File: src/rtl/pwm_desde_pid_pkg.sv
`default_nettype none
// ============================================================================
//  Module   : pwm_desde_pid_pkg
//  Purpose  : Shared widths, default parameters and the duty clamp classifier
//  Revision : 1.0 - initial release
// ============================================================================
package pwm_desde_pid_pkg;

    localparam int c_pwmin_w     = 18;
    localparam int c_cnt_w_def   = 10;
    localparam int c_shift_def   = 8;
    localparam int c_presc_def   = 1;

    typedef enum logic [1:0] {
        SAT_NONE = 2'b00,
        SAT_BAJO = 2'b01,
        SAT_ALTO = 2'b10
    } sat_e;

    // Classifies an already-shifted sample against the [0, 2^cnt_w) duty range.
    function automatic sat_e clamp_class(input logic signed [c_pwmin_w-1:0] v,
                                         input int cnt_w);
        logic signed [31:0] ext;
        ext = 32'(v);
        if (ext < 0)
            return SAT_BAJO;
        else if (ext >= (32'sd1 <<< cnt_w))
            return SAT_ALTO;
        return SAT_NONE;
    endfunction

endpackage
`default_nettype wire

File: src/rtl/pwm_desde_pid_saturador.sv
`default_nettype none
// ============================================================================
//  Module   : pwm_saturador
//  Purpose  : Combinational arithmetic shift and clamp of the PID result
//  Revision : 1.0 - initial release
// ============================================================================
module pwm_saturador
    import pwm_desde_pid_pkg::*;
#(
    parameter int CNT_W = c_cnt_w_def,
    parameter int SHIFT = c_shift_def
) (
    input  logic signed [c_pwmin_w-1:0] pwmin,
    output logic        [CNT_W:0]       duty,
    output logic                        sat_alto,
    output logic                        sat_bajo
);

    logic signed [c_pwmin_w-1:0] w_v;
    sat_e                        w_cls;

    assign w_v   = pwmin >>> SHIFT;
    assign w_cls = clamp_class(w_v, CNT_W);

    always_comb begin
        duty     = w_v[CNT_W:0];
        sat_alto = 1'b0;
        sat_bajo = 1'b0;
        case (w_cls)
            SAT_BAJO: begin
                duty     = '0;
                sat_bajo = 1'b1;
            end
            SAT_ALTO: begin
                duty     = {1'b1, {CNT_W{1'b0}}};
                sat_alto = 1'b1;
            end
            default: ;
        endcase
    end

endmodule
`default_nettype wire

File: src/rtl/pwm_desde_pid.sv
`default_nettype none
// ============================================================================
//  Module   : pwm_desde_pid
//  Purpose  : Double-buffered fixed-period PWM driven by the signed PID output
//  Revision : 1.0 - initial release
// ============================================================================
module pwm_desde_pid
    import pwm_desde_pid_pkg::*;
#(
    parameter int CNT_W = c_cnt_w_def,
    parameter int SHIFT = c_shift_def,
    parameter int PRESC = c_presc_def
) (
    input  logic                        clk,
    input  logic                        rst,
    input  logic signed [c_pwmin_w-1:0] PWMin,
    input  logic                        nuevo,
    output logic                        pwm_out,
    output logic                        listo,
    output logic                        sat_alto,
    output logic                        sat_bajo
);

    localparam int                   c_presc_w    = (PRESC > 1) ? $clog2(PRESC) : 1;
    localparam logic [c_presc_w-1:0] c_presc_last = c_presc_w'(PRESC - 1);

    logic [c_presc_w-1:0] r_presc;
    logic [CNT_W-1:0]     r_cnt;
    logic [CNT_W:0]       r_shadow;
    logic [CNT_W:0]       r_active;
    logic [CNT_W:0]       w_duty;
    logic                 w_sat_alto;
    logic                 w_sat_bajo;
    logic                 w_tick;
    logic                 w_wrap;

    pwm_saturador #(
        .CNT_W (CNT_W),
        .SHIFT (SHIFT)
    ) u_saturador (
        .pwmin    (PWMin),
        .duty     (w_duty),
        .sat_alto (w_sat_alto),
        .sat_bajo (w_sat_bajo)
    );

    assign w_tick = (r_presc == c_presc_last);
    assign w_wrap = w_tick && (r_cnt == {CNT_W{1'b1}});

    always_ff @(posedge clk) begin
        if (!rst) begin
            r_presc <= '0;
            r_cnt   <= '0;
        end else if (w_tick) begin
            r_presc <= '0;
            r_cnt   <= r_cnt + 1'b1;
        end else begin
            r_presc <= r_presc + 1'b1;
        end
    end

    // A sample arriving on the wrap edge bypasses the shadow so it governs
    // the period that starts right there.
    always_ff @(posedge clk) begin
        if (!rst) begin
            r_shadow <= '0;
            r_active <= '0;
            sat_alto <= 1'b0;
            sat_bajo <= 1'b0;
        end else begin
            if (nuevo) begin
                r_shadow <= w_duty;
                sat_alto <= w_sat_alto;
                sat_bajo <= w_sat_bajo;
            end
            if (w_wrap)
                r_active <= nuevo ? w_duty : r_shadow;
        end
    end

    always_ff @(posedge clk) begin
        if (!rst) begin
            pwm_out <= 1'b0;
            listo   <= 1'b0;
        end else begin
            pwm_out <= ({1'b0, r_cnt} < r_active);
            listo   <= w_wrap;
        end
    end

endmodule
`default_nettype wire

File: config.mk
export PLATFORM = sky130hd
export DESIGN_NAME = pwm_desde_pid
export DESIGN_NICKNAME = d
export VERILOG_FILES = /design/src/rtl/pwm_desde_pid_pkg.sv /design/src/rtl/pwm_desde_pid_saturador.sv /design/src/rtl/pwm_desde_pid.sv
export SDC_FILE = /design/constraint.sdc
export NUM_CORES = 1
export LEC_CHECK = 0
export ABC_AREA = 1
export ABC_CLOCK_PERIOD_IN_PS = 1200
export CORE_ASPECT_RATIO = 0.75
export CORE_MARGIN = 1
export CORE_UTILIZATION = 42
export CTS_CLUSTER_DIAMETER = 50
export CTS_CLUSTER_SIZE = 8
export DETAILED_ROUTE_END_ITERATION = 10
export GPL_TIMING_DRIVEN = 0
export PLACE_DENSITY_LB_ADDON = 0.05
export SYNTH_ARGS = -nofsm -noshare
export SYNTH_HDL_FRONTEND = slang
export SYNTH_SLANG_ARGS = --single-unit
File: constraint.sdc
create_clock -name clk -period 1.2 [get_ports clk]
set_input_delay 0.12 -clock clk [delete_from_list [all_inputs] [get_ports clk]]
set_output_delay 0.12 -clock clk [all_outputs]
set_load 0.02 [all_outputs]
* Word level (Yosys, flattened, before mapping)
Index checks and enable logic that the tools add are counted.
** Storage, ports and cells
- Bits of input ports :: 21
- Flip-flop bits (word level) :: 37
- Output and inout bits :: 4
** Cells by class
- Add/sub/neg operators :: 2
- Order comparisons :: 3
- Bitwise operators :: 1
- Muxes and demuxes :: 9
- Equality and inequality tests :: 3
- Reduce and logical (&&, ||, !) cells :: 2
** Operator list (count)
- 11-bit case mux with 2 select lines :: 1
- 10-bit by 12-bit greater-or-equal comparator with 1-bit output (second input constant) :: 1
- 10-bit by 11-bit less-than comparator with 1-bit output :: 1
- 11-bit two-way mux :: 1
- 10-bit by 1-bit adder with 10-bit output (second input constant) :: 1
- 10-bit equality test (second input constant) :: 1
- 10-bit by 1-bit less-than comparator with 1-bit output (second input constant) :: 1
- 2-bit two-way mux :: 3
- 1-bit two-way mux :: 4
- 2-bit by 1-bit equality test with 1-bit output (second input constant) :: 1
- 2-bit equality test (second input constant) :: 1
- 2-bit AND reduction :: 1
- 1-bit adder (second input constant) :: 1
- 1-bit logical AND :: 1
- 1-bit NOT :: 1

* Logic depth before layout (Yosys ltp)
- Depth after elaboration :: 7
- Depth in mapped cells :: 9
- Gate-level depth less buffers :: 9

* Modules after synthesis
A second synthesis with hierarchy kept.
** Second synthesis, totals
- Cell total of the unflattened synthesis :: 247
- Area, all modules :: 1814.2 um2
** By module, submodules not included
- pwm_desde_pid :: instances 1, cells each 223, sequential area each 740.7 um2, area each 1701.6 um2
- pwm_saturador :: instances 1, cells each 24, sequential area each 0.0 um2, area each 112.6 um2

* Least setup slack after synthesis
OpenSTA, ideal clock, no wires.
- Kind :: flip-flop to flip-flop
- Start :: register r_cnt[1]
- End :: register r_active[9]
- Arrival time :: 1.106 ns
- Slack :: -0.019 ns
- Cell stages (with the launch flop) :: 8
- Path buffers :: 1
- Required time :: 1.087 ns
- Library setup time :: 0.113 ns
- Cells stage by stage :: dfxtp_1 ha_1 nand3_1 nor2_2 nand2_2 buf_6 nor2_1 nor2_1
** On the way
- Cells in the longest elaborated chain, start to end :: 2
** RTL lines
- from (decl) :: line pwm_desde_pid.sv:28 : logic [CNT_W-1:0] r_cnt;
- from (signal assigned) :: line pwm_desde_pid.sv:56 : r_cnt <= r_cnt + 1'b1;
- 10-bit equality test :: line pwm_desde_pid.sv:48 : assign w_wrap = w_tick && (r_cnt == {CNT_W{1'b1}});
- 1-bit logical AND :: line pwm_desde_pid.sv:48
- to (signal assigned) :: line pwm_desde_pid.sv:77 : r_active <= nuevo ? w_duty : r_shadow;
- to (decl) :: line pwm_desde_pid.sv:30 : logic [CNT_W:0] r_active;
No other way between the ends.
A chain may end at the register's enable or synchronous reset.

* Worst setup path in the final report
- Start :: register r_cnt[1]
- End :: register r_active[4]
The elaborated chain is that of the path after synthesis.

==> metrics.md <==
| Metric | Value |
|---|---|
| Total number of vias | `between 1500 and 2000` |
| Place WS | `-316.4 ps` |
| Failing checks | `negative setup slack` |
| Fin. Hold Viols | `0` |
| Crit end category | `flop` |
| CP max FO | `5` |
| Ant. Diodes | `0` |
| Syn_area_per_cell | `around 6.8 um2` |
| Drt pass-1 iters | `5` |
| DRT antenna net count | `0` |
| Final WL | `around 4000 um` |
| P&R area growth vs syn | `34.64%` |
| Cells after Synth | `260` |
| Final setup fails | `10` |
| Clock Latency Late Sink | `between 200 and 300 ps` |
| Initial DRC Count | `49` |
| Post-DP Area | `1989 um2` |
| Most used DFF post-synth | `dfxtp_1` |
| Fillers | `roughly 380` |
| Root buf cell | `clkbuf_8` |
| Final Slew Violations | `0` |
| Setup WS post-layout | `-50.40 ps` |
| Clk sinks | `36` |
| DR DRC count | `0` |
| Leakage | `1.138 nW` |
| Minimum clock period | `~1300 ps` |
| Most common cell in the synthesized netlist | `nand2_1` |
| RSZ-0062 raised after global routing | `true` |
| FF+latch count, synth | `36` |
| GR Overflow Total | `0` |
| Vias in the first global route | `1475` |
| CTS max path bufs | `2` |
| Synth area leaders | `dfxtp_1, nand2_1, inv_1` |
| Max-Cap Viols | `0` |
| Max frequency | `between 700 and 800 MHz` |
| Post-synth cell types | `22` |
| PortBufs | `15` |
| Synth top cells by count | `nand2_1, inv_1, nor2_1` |
| Status | `finished with violations` |
| Nets@finish | `roughly 320` |
| Largest net degree at the start of global routing | `11` |
| Fin Clk Skew | `5.011 ps` |
| I/O Pins | `25` |
| Period utilization | `104.2%` |
| Die area | `4445 um2` |
| Initial antenna violation count | `0` |
| Layout cells sized above 1 | `between 20% and 30%` |
| Post-synthesis sequential area ratio | `roughly 40%` |
| Peak supply drop | `563.6 uV` |
| GRT Total Usage | `20.69%` |
| WP data arrival | `about 1400 ps` |
| Post-synth top area share | `about two fifths` |
| First-pass GRT wire length | `just under 7000 um` |
| Post-DP HPWL | `2653 um` |
| Yosys warnings | `0` |
| Wire length per cell | `around 12 um` |
| CTS HTree Levels | `2` |
| Multi-input combinational cell area | `997.2 um2` |
| Power density cells | `between 900 and 1000 nW/um2` |
| Number of synthesized flops with an enable pin | `0` |
| Clk slew on worst S/H paths | `roughly 70 ps` |
| Post-CTS Hold Fix Bufs | `0` |
| Yosys top cell by area | `dfxtp_1` |
| Post-Syn Area | `about 1800 um2` |
| CTS tree | `built` |
| Finished Cell Area | `~2400 um2` |
| TritonCTS Buffers | `5` |
| Required arrival time at the worst endpoint | `roughly 1400 ps` |
| Placed Cells incl. Taps | `around 330` |
| Via density | `4.616` |
| Kind of critical path | `flop to flop` |
| Fraction of registers with async set/reset | `0%` |
| Vert. Die Dim | `between 50 and 60 um` |
| Initial Util | `~46%` |
| CP Launch Type | `flop` |
| Floorplan core area | `3827 um2` |
| Reg area | `748.2 um2` |
| Die width | `about 77 um` |
| Non-Filler Instances | `around 340` |
| HP Class | `primary input to flop` |
| TNS Setup | `-245.9 ps` |
| GP Congestion | `0.7896` |
| FP Rows | `19` |
==> flip-flops by register name, summed over array words and instances, names as in the netlist <==
| signal | count |
|---|---|
| sat_bajo | 1 |
| r_shadow | 11 |
| pwm_out | 1 |
| r_presc | 1 |
| r_cnt | 10 |
| listo | 1 |
| r_active | 11 |
==> power by group <==
| part | switching, mW | internal (mW) | total, mW |
|---|---|---|---|
| Clock | 0.424 | 0.468 | 0.893 |
| Sequential | 0.0157 | 1.21 | 1.23 |
| Combinational | 0.109 | 0.0924 | 0.201 |
| Total | 0.549 | 1.77 | 2.32 |
==> cells in the final DEF (no fill, tap or decap), types with 5 or more instances in the layout <==
| cell | netlist | routed |
|---|---|---|
| clkbuf_8 | 1 | 7 |
| nand3_1 | 8 | 6 |
| nand2_2 | 1 | 5 |
| buf_4 | 2 | 8 |
| ha_1 | 10 | 6 |
| dfxtp_2 | 0 | 7 |
| nor2_4 | 0 | 7 |
| dfxtp_4 | 0 | 5 |
| nor2_1 | 52 | 38 |
| nand2_1 | 59 | 53 |
| dfxtp_1 | 36 | 24 |
| a21oi_1 | 9 | 9 |
| clkdlybuf4s50_1 | 0 | 12 |
| o22ai_1 | 9 | 5 |
| inv_1 | 55 | 53 |
| nor2_2 | 1 | 8 |
==> timing repair <==
| item | 4_1_cts | 5_1_grt |
|---|---|---|
| cloned | 2 | 0 |
| pin swaps | 9 | 14 |
| gates resized for setup | 31 | 37 |
| setup endpoints to repair | 18 | 29 |
| setup buffers | 6 | 0 |
==> layer usage <==
layer | wire length [um] | track usage [%]
met5 | 0 | 0
met4 | 47 | 8.242
met3 | 120 | 4.882
met2 | 1802 | 32.82
met1 | 2088 | 27.55
==> final timing paths <==
| path | start | endpoint | slack (ps) | cells after the start |
|---|---|---|---|---|
| setup / recovery | r_cnt[1] | r_active[4] | -50 | 6 |
| hold / removal | PWMin[17] | sat_bajo | 410 | 3 |
| setup reg to reg | r_cnt[1] | r_active[4] | -50 | 6 |
| hold reg to reg | r_shadow[9] | r_shadow[9] | 460 | 2 |
==> kinds of logic (layout without fill, tap and decap cells) <==
kind of cell	Yosys count	after routing	share of synthesized area (%)
compound gates	24	24	7.484
xor+xnor	1	1	0.4990
fa+ha+maj	10	10	7.128
buf+inv	62	92	14.68
flops	36	36	41.05
other cells	1	2	0.2136
simple gates	126	127	28.94
==> final cells by class <==
class                           count  share of cell area, %
Multi-Input combinational cell    164                  42.19
Sequential cell                    36                  31.66
Inverter                           56                  8.894
Timing Repair Buffer               22                  8.576
Clock buffer                        8                  3.812
Tap cell                           52                  2.753
Buffer                              6                  2.118
==> worst max-delay path, stage by stage (launching register included) <==
cell	delay, ps
dfxtp_4	360
ha_4	160
nand3_4	80
nor2_4	190
nand3b_4	170
nor2_2	130
nor2_1	40
==> metrics by stage <==
stage / utilization [%] / hold slack [ps] / power (mW)
6_report: 61.75 / 411.4 / 2.321
2_1_floorplan: - / 267.2 / 1.366
3_5_place_dp: 51.98 / 451.0 / 1.444
4_1_cts: 58.48 / 392.1 / 2.330
5_1_grt: 61.75 / 419.0 / 2.421
3_3_place_gp: 51.98 / 441.7 / 1.442
No activity file was read; power rests on OpenSTA's default activity.
